`config.mk`:
```
export PLATFORM = sky130hd
export DESIGN_NAME = apb_cmd_sequencer
export DESIGN_NICKNAME = d
export VERILOG_FILES = /design/src/rtl/apb_cmd_sequencer.sv
export SDC_FILE = /design/constraint.sdc
export NUM_CORES = 1
export LEC_CHECK = 0
export CAP_MARGIN = 20
export CELL_PAD_IN_SITES_DETAIL_PLACEMENT = 1
export CELL_PAD_IN_SITES_GLOBAL_PLACEMENT = 2
export CORE_MARGIN = 2
export CORE_UTILIZATION = 45
export CTS_CLUSTER_SIZE = 12
export DETAILED_ROUTE_END_ITERATION = 6
export DONT_BUFFER_PORTS = 1
export GPL_ROUTABILITY_DRIVEN = 0
export PLACE_DENSITY_LB_ADDON = 0.1
export SLEW_MARGIN = 25
export SYNTH_ARGS = -nofsm -noshare
export SYNTH_HDL_FRONTEND = slang
export SYNTH_SLANG_ARGS = --single-unit
```
`constraint.sdc`:
```
create_clock -name clk -period 14.1 [get_ports clk]
set_input_delay 0 -clock clk [delete_from_list [all_inputs] [get_ports clk]]
set_output_delay 0 -clock clk [all_outputs]
set_load 0.03 [all_outputs]
```
`src/rtl/apb_cmd_sequencer.sv`:
```
// APB master that replays queued write/read/poll commands and returns one response per command.
// Optional APB_PSLVERR_EN adds a PSLVERR input that terminates the current command with rsp_err.
`timescale 1ns/1ps
module apb_cmd_sequencer #(
  parameter int ADDR_WIDTH = 8,
  parameter int DATA_WIDTH = 32,
  parameter int CMD_DEPTH  = 8,
  parameter int POLL_GAP   = 4,
  parameter int MAX_POLLS  = 1024
) (
  input  logic                  clk,
  input  logic                  resetn,
  input  logic                  cmd_valid,
  output logic                  cmd_ready,
  input  logic [1:0]            cmd_op,
  input  logic [ADDR_WIDTH-1:0] cmd_addr,
  input  logic [DATA_WIDTH-1:0] cmd_data,
  input  logic [DATA_WIDTH-1:0] cmd_mask,
  output logic                  rsp_valid,
  input  logic                  rsp_ready,
  output logic [DATA_WIDTH-1:0] rsp_data,
  output logic                  rsp_err,
  output logic                  busy,
  output logic [2:0]            state_dbg,
  output logic [ADDR_WIDTH-1:0] PADDR,
  output logic                  PWRITE,
  output logic                  PSEL,
  output logic                  PENABLE,
  output logic [DATA_WIDTH-1:0] PWDATA,
  input  logic [DATA_WIDTH-1:0] PRDATA,
`ifdef APB_PSLVERR_EN
  input  logic                  PSLVERR,
`endif
  input  logic                  PREADY
);

  localparam int PW  = $clog2(CMD_DEPTH);
  localparam int CW  = PW + 1;
  localparam int PCW = $clog2(MAX_POLLS + 1);
  localparam int GW  = $clog2(POLL_GAP + 1);
  localparam logic [1:0] OP_WRITE = 2'd0;
  localparam logic [1:0] OP_POLL  = 2'd2;

  typedef enum logic [2:0] {
    S_IDLE      = 3'd0,
    S_SETUP     = 3'd1,
    S_ACCESS    = 3'd2,
    S_POLL_WAIT = 3'd3,
    S_RESP      = 3'd4
  } state_t;

  state_t state, state_d;

  logic [1:0]            op_mem   [CMD_DEPTH];
  logic [ADDR_WIDTH-1:0] addr_mem [CMD_DEPTH];
  logic [DATA_WIDTH-1:0] data_mem [CMD_DEPTH];
  logic [DATA_WIDTH-1:0] mask_mem [CMD_DEPTH];
  logic [PW-1:0]         wr_ptr, rd_ptr;
  logic [CW-1:0]         count;

  logic [1:0]            cur_op;
  logic [ADDR_WIDTH-1:0] cur_addr;
  logic [DATA_WIDTH-1:0] cur_data, cur_mask;
  logic [PCW-1:0]        poll_cnt;
  logic [GW-1:0]         gap_cnt;
  logic [DATA_WIDTH-1:0] rsp_data_q;
  logic                  rsp_err_q;

  logic push, pop, xfer_done, is_poll, poll_match, poll_last, slv_err;

  assign push = cmd_valid && cmd_ready;

  always_comb begin
    state_d    = state;
    pop        = 1'b0;
    xfer_done  = (state == S_ACCESS) && PREADY;
    is_poll    = (cur_op == OP_POLL);
    poll_match = ((PRDATA ^ cur_data) & cur_mask) == '0;
    poll_last  = (poll_cnt + 1'b1) == PCW'(MAX_POLLS);
`ifdef APB_PSLVERR_EN
    slv_err    = PSLVERR;
`else
    slv_err    = 1'b0;
`endif
    case (state)
      S_IDLE: begin
        if (count != '0) begin
          pop     = 1'b1;
          state_d = S_SETUP;
        end
      end
      S_SETUP:  state_d = S_ACCESS;
      S_ACCESS: begin
        if (PREADY) begin
          if (!is_poll || slv_err || poll_match || poll_last) state_d = S_RESP;
          else                                                state_d = S_POLL_WAIT;
        end
      end
      S_POLL_WAIT: if (gap_cnt == GW'(POLL_GAP - 1)) state_d = S_SETUP;
      S_RESP:      if (rsp_ready) state_d = S_IDLE;
      default:     state_d = S_IDLE;
    endcase
  end

  always_ff @(posedge clk or negedge resetn) begin
    if (!resetn) state <= S_IDLE;
    else         state <= state_d;
  end

  // Command storage is unreset; only pointers and count define validity.
  always_ff @(posedge clk) begin
    if (push) begin
      op_mem[wr_ptr]   <= cmd_op;
      addr_mem[wr_ptr] <= cmd_addr;
      data_mem[wr_ptr] <= cmd_data;
      mask_mem[wr_ptr] <= cmd_mask;
    end
  end

  always_ff @(posedge clk or negedge resetn) begin
    if (!resetn) begin
      wr_ptr <= '0;
      rd_ptr <= '0;
      count  <= '0;
    end else begin
      if (push) wr_ptr <= wr_ptr + 1'b1;
      if (pop)  rd_ptr <= rd_ptr + 1'b1;
      case ({push, pop})
        2'b10:   count <= count + 1'b1;
        2'b01:   count <= count - 1'b1;
        default: count <= count;
      endcase
    end
  end

  always_ff @(posedge clk or negedge resetn) begin
    if (!resetn) begin
      cur_op     <= '0;
      cur_addr   <= '0;
      cur_data   <= '0;
      cur_mask   <= '0;
      poll_cnt   <= '0;
      gap_cnt    <= '0;
      rsp_data_q <= '0;
      rsp_err_q  <= 1'b0;
    end else begin
      if (pop) begin
        cur_op   <= op_mem[rd_ptr];
        cur_addr <= addr_mem[rd_ptr];
        cur_data <= data_mem[rd_ptr];
        cur_mask <= mask_mem[rd_ptr];
        poll_cnt <= '0;
      end
      if (xfer_done) begin
        rsp_data_q <= (cur_op == OP_WRITE) ? '0 : PRDATA;
        rsp_err_q  <= slv_err || (is_poll && !poll_match && poll_last);
        gap_cnt    <= '0;
        if (is_poll && !poll_match) poll_cnt <= poll_cnt + 1'b1;
      end
      if (state == S_POLL_WAIT) gap_cnt <= gap_cnt + 1'b1;
      if (state == S_RESP && rsp_ready) poll_cnt <= '0;
    end
  end

  assign cmd_ready = (count != CW'(CMD_DEPTH));
  assign busy      = (count != '0) || (state != S_IDLE);
  assign state_dbg = state;
  assign PSEL      = (state == S_SETUP) || (state == S_ACCESS);
  assign PENABLE   = (state == S_ACCESS);
  assign PADDR     = PSEL ? cur_addr : '0;
  assign PWRITE    = PSEL && (cur_op == OP_WRITE);
  assign PWDATA    = PWRITE ? cur_data : '0;
  assign rsp_valid = (state == S_RESP);
  assign rsp_data  = rsp_valid ? rsp_data_q : '0;
  assign rsp_err   = rsp_valid && rsp_err_q;

endmodule

```
**Word level (Yosys, flattened, before mapping)**

Memories as Yosys holds them, arrays and structs flattened. A register that Yosys moved wholly into a read port is not among the register bits.
Index checks and enable logic that the tools add are counted.

- Register bits: 60
- RAM bits: 592
- Input bits: 111
- Output and inout port bits: 82
- Logic and storage cells: 80
- Memories kept: 4

Memories:

| memory | depth | width | read ports | clocked after Yosys merged registers in | wr ports | line | text |
|---|---|---|---|---|---|---|---|
| data_mem | 8 | 32 | 1 | 1 | 1 | 56 | `logic [DATA_WIDTH-1:0] data_mem [CMD_DEPTH];` |
| mask_mem | 8 | 32 | 1 | 1 | 1 | 57 | `logic [DATA_WIDTH-1:0] mask_mem [CMD_DEPTH];` |
| addr_mem | 8 | 8 | 1 | 1 | 1 | 55 | `logic [ADDR_WIDTH-1:0] addr_mem [CMD_DEPTH];` |
| op_mem | 8 | 2 | 1 | 1 | 1 | 54 | `logic [1:0] op_mem [CMD_DEPTH];` |

- Add/sub/neg operators: 6
- Equality and inequality tests: 14
- Muxes and demuxes: 21
- Bitwise gates (word level): 2
- Reductions and logical operators: 25

Operator list:

| cell | number |
|---|---|
| two-way mux 32 bit | 3 |
| two-way mux 11 bit | 4 |
| bitwise AND 32 bit | 1 |
| logical NOT 32 bit | 1 |
| bitwise XOR 32 bit | 1 |
| two-way mux 3 bit | 7 |
| one-hot mux 3 bit (5 select lines) | 1 |
| adder 11 x 1 -> 11 bit, second input constant | 1 |
| == test 11 bit, second input constant | 1 |
| adder 3 x 1 -> 3 bit, second input constant | 3 |
| == test 3 x 2 -> 1 bit, second input constant | 3 |
| two-way mux 8 bit | 1 |
| one-hot mux 4 bit (2 select lines) | 1 |
| logical AND 1 bit | 7 |
| logical NOT 1 bit | 6 |
| adder 4 x 1 -> 4 bit, second input constant | 1 |
| == test 2 bit, second input constant | 2 |
| logical OR 1 bit | 4 |
| two-way mux 1 bit | 4 |
| != test 2 x 1 -> 1 bit, second input constant | 2 |
| != test 2 bit, second input constant | 2 |
| != test 4 bit, second input constant | 1 |
| AND reduction 4 bit | 1 |
| nonzero test 2 bit | 2 |
| 8 further kinds | 8 |

**Longest topological paths before layout**

- Depth after elaboration: 8
- Gate-level depth with buffers: 11
- Mapped depth without buffers: 10

**Worst setup path before layout**

No wires, ideal clock.

- Kind: register to register
- Start point: reg count[0]
- End point: mem addr_mem[0][0], enable pin
- Library setup time: 597 ps
- Data arrival time: 6245 ps
- Data required time: 13503 ps
- Path slack: 7258 ps
- Stages on the path, launching flop included: 6
- Path buffers: 0
- Clock period less this slack: 6842 ps
- Cells stage by stage: dfrtp_1 -> nor3_1 -> nand2_1 -> nand2_1 -> or2_2 -> nor3_1

- Longest elaborated chain between the ends: 4

Ends and longest elaborated chain:

| item | line | text |
|---|---|---|
| start, declared | 59 | `logic [CW-1:0] count;` |
| start signal, assigned | 129 | `2'b10: count <= count + 1'b1;` |
| start signal, assigned | 130 | `2'b01: count <= count - 1'b1;` |
| start signal, assigned | 131 | `default: count <= count;` |
| != test 4 bit | 165 | `assign cmd_ready = (count != CW'(CMD_DEPTH));` |
| via cmd_ready | 14 | `output logic cmd_ready,` |
| logical AND 1 bit | 71 | `assign push = cmd_valid && cmd_ready;` |
| two-way mux 1 bit | 112 | `if (push) begin` |
| two-way mux 1 bit (not written as such) | 114 | `addr_mem[wr_ptr] <= cmd_addr;` |
| end, declared | 55 |  |

The timed path passes the listed nets, and every way through them passes these cells.

**Final worst setup path**

- Start point: reg cur_op[0], read port of op_mem
- End point: out PWDATA[1]

- Longest elaborated chain between the ends: 3

Ends and longest elaborated chain:

| item | line | text |
|---|---|---|
| start, declared | 61 | `logic [1:0] cur_op;` |
| logical NOT 2 bit | 171 | `assign PWRITE = PSEL && (cur_op == OP_WRITE);` |
| logical AND 1 bit | 171 |  |
| via PWRITE | 26 | `output logic PWRITE,` |
| two-way mux 32 bit | 172 | `assign PWDATA = PWRITE ? cur_data : '0;` |
| end, declared | 29 | `output logic [DATA_WIDTH-1:0] PWDATA,` |

The timed path passes the listed nets, and every way through them passes these cells.

==> metrics.md <==
| Metric | Value |
|---|---|
| Slowest cell on crit path | `nor3_2` |
| CTS clk-pin slew, worst paths | `0.06 ns` |
| Biggest cell delay along the critical path | `0.81 ns` |
| Initial core utilization | `0.453` |
| CP max FO | `33` |
| Setup TNS | `0 ns` |
| Commonest cells post-synth | `edfxtp_1, nand2_1, mux4_2, dfrtp_1, o21ai_0` |
| Post-route DRC | `0` |
| Switching pwr | `2.36 mW` |
| Pin count of the biggest net entering global routing | `135` |
| Fin cells | `2607` |
| WL/cell | `28.0 um` |
| H-tree depth | `3` |
| Worst setup EP type | `output pin` |
| R2r startpoint | `count[0]` |
| Class of the worst hold path | `in2async` |
| Worst hold margin | `0.00500 ns` |
| Post-route ant nets | `0` |
| Syn. warnings | `0` |
| Netlist Area Pre-Place | `28400 um2` |
| First-pass DRT Iterations | `5` |
| Post-synth EDFFs | `592` |
| Max Root-Sink Buffers | `3` |
| Die height | `255 um` |
| Switching Share | `0.330` |
| Synth Area per Inst | `18.4 um2` |
| Power share of the combinational group | `0.291` |
| Area Overhead vs Synth | `17.0%` |
| Highest ir drop seen on vdd | `0.109 mV` |
| CP Class | `reg2out` |
| Leading area contributor after synthesis | `edfxtp_1` |
| Inserted Clock Buffers | `78` |
| Clk network pwr share | `0.280` |
| Fmax | `0.279 GHz` |
| Status | `finished, final reports clean` |
| Design Power | `7.13 mW` |
| Relative slew slack | `0.317` |
| CTS sink cnt | `726` |
| Clock Latency Late Sink | `0.62 ns` |
| Synth Flop Type | `edfxtp_1` |
| Syn nets | `1664` |
| Reg2Reg Setup Slack | `10.77 ns` |
| Post-synthesis async set-or-reset flop share | `0.185` |
| Capturing point of the worst reg2reg path | `count[3]` |
| CTS tree | `yes` |
| Avg Vias per Cell | `5.58` |
| Port-buffer cells | `0` |
| FP Rows | `92` |
| Synth area leaders | `edfxtp_1, dfrtp_1, mux4_2` |
| Grt total ovfl | `0` |
| Total wire length | `73100 um` |
| I/O Pins | `193` |
| Top-area cell type share of the netlist area | `0.626` |
| Hold Violations, Final | `0` |
| Crit-path cells | `or2_2 -> nor3_2 -> buf_4 -> and2_1` |
| NumNets Final | `1813` |
| Placed wire-length estimate | `41800 um` |
| Worst setup path start | `cur_op[0]` |
| Final worst-path cycle share | `0.255` |
| CP arrival | `3.59 ns` |
| Yosys reg bits | `726` |
| CORE AREA | `62700 um2` |
| First-pass GRT wire length | `107000 um` |
| Sequential share of the synthesized area | `0.744` |
| Final Critical Period | `3.59 ns` |
| Cells after DPL | `2331` |
| Worst endpoint required time | `14.10 ns` |
| Slew Limit Fails | `0` |
| Total track usage | `0.231` |
| Via Count | `14600` |
| DIE WIDTH | `255 um` |
| Least-Margin Pin Slew | `1.02 ns` |
| Yosys cell types | `44` |
| Clock Skews | `0.0186 ns` |
| Cts repair resizes | `0` |
| Vias in the first global route | `15600` |
| Most common cell in the synthesized netlist | `edfxtp_1` |
| Setup violators final | `0` |
| Post-Syn Instances | `1544` |
| FF-to-FF path depth | `10` |
| Maxcap violations | `0` |
| Int Pwr | `4.77 mW` |
| Power per cell area | `214 nW/um2` |
| RSZ-0062 raised after global routing | `no` |
| Share of cells above drive strength 1 | `0.175` |
| Flop pwr share | `0.429` |
| Worst Setup Start Kind | `flip-flop` |
| Leak | `11.6 nW` |
| Detailed router's first-iteration violation count | `1212` |
| Initial antenna violation count | `10` |
| Die Area | `65200 um2` |
| CTS Root Cell | `clkbuf_16` |
repair_timing:
action | in CTS | in global routing
buffers inserted | 0 | 0
endpoints found under the hold margin | 775 | 0
setup endpoints to repair | 0 | 0
hold buffers | 126 | 0
worst max-delay path: cells and delay by family, from the launching register on:
| kind | cells | cell delay [ns] |
|---|---|---|
| buf+inv | 1 | 0.55 |
| flops | 1 | 0.44 |
| simple gates | 3 | 1.98 |
routing by layer:
layer / GRT usage / up-vias / share of wire / routed length (um)
li1: - / 6340 / - / -
met1: 0.317 / 7813 / 0.44 / 32000
met2: 0.376 / 319 / 0.49 / 35700
met3: 0.0469 / 81 / 0.055 / 4020
met4: 0.0640 / 4 / 0.019 / 1410
met5: 0 / - / 0.00037 / 27
cell families (layout without fill, tap and decap cells):
logic type | after synthesis | after routing | share of synthesized area
xor+xnor | 42 | 42 | 0.0129
mux | 232 | 232 | 0.147
flops | 726 | 726 | 0.744
simple gates | 304 | 304 | 0.0517
compound gates | 142 | 142 | 0.0272
buf+inv | 89 | 302 | 0.0131
other cells | 0 | 4 | 0
fa+ha+maj | 9 | 9 | 0.00423
cell type report:
class                           instances  area [um2]
Clock inverter                         23         223
Fill cell                            5632       29500
Timing Repair Buffer                  152        1530
Inverter                                6        22.5
Antenna cell                            4        10.0
Sequential cell                       726       21100
Multi-Input combinational cell        729        6980
Clock buffer                          121        2270
Tap cell                              846        1060
flip-flops by register name, indices dropped and copies added (netlist names):
signal and count:
rsp_data_q 32, cur_op 2, mask_mem 256, cur_mask 32, rsp_err_q 1, state_dbg 3
cur_data 32, poll_cnt 11, addr_mem 64, gap_cnt 3, op_mem 16, count 4
rd_ptr 3, cur_addr 8, wr_ptr 3, data_mem 256
how the worst max path moves through the flow:
stage / cells after the start / endpoint / slack (ns)
2_1_floorplan: 5 / addr_mem[0][0] / 7.26
3_3_place_gp: 7 / data_mem[0][11] / 10.76
3_5_place_dp: 7 / data_mem[0][11] / 10.70
4_1_cts: 4 / PWDATA[15] / 10.44
5_1_grt: 4 / PWDATA[15] / 10.37
6_report: 4 / PWDATA[1] / 10.51
cell usage in the layout, fill, tap and decap left out, drive strengths merged, types with 2 or more instances in the layout:
master,count
edfxtp,592
nand2,166
mux4,148
dfrtp,134
dlygate4sd3,125
clkbuf,121
o21ai,114
mux2i,83
and2,43
xor2,35
and3,34
buf,27
a22oi,16
clkinv,14
nand3,12
nor2,12
inv,11
ha,8
xnor2,7
nand4,7
nor3,7
a21oi,6
nand2b,5
diode,4
or3,4
bufinv,4
nor4,4
or2,3
nor4b,2
a22o,2
power groups by stage:
stage | clock network (mW) | logic (mW) | registers, mW
global placement | 0 | 1.96 | 3.12
floorplan | 0 | 1.51 | 2.95
global route | 2.12 | 2.26 | 3.10
finish | 1.99 | 2.07 | 3.06
CTS | 2.04 | 2.08 | 3.10
detailed placement | 0 | 1.99 | 3.14
through the flow:
step / instance area [um2] / setup slack [ns] / util
after global placement: 29400 / 10.76 / 0.469
after global routing: 33200 / 10.37 / 0.530
after CTS: 33200 / 10.44 / 0.529
after detailed placement: 29400 / 10.70 / 0.469
after floorplan: 28400 / 7.26 / -
final: 33200 / 10.51 / 0.530
Power figures use the tool's default switching activity.
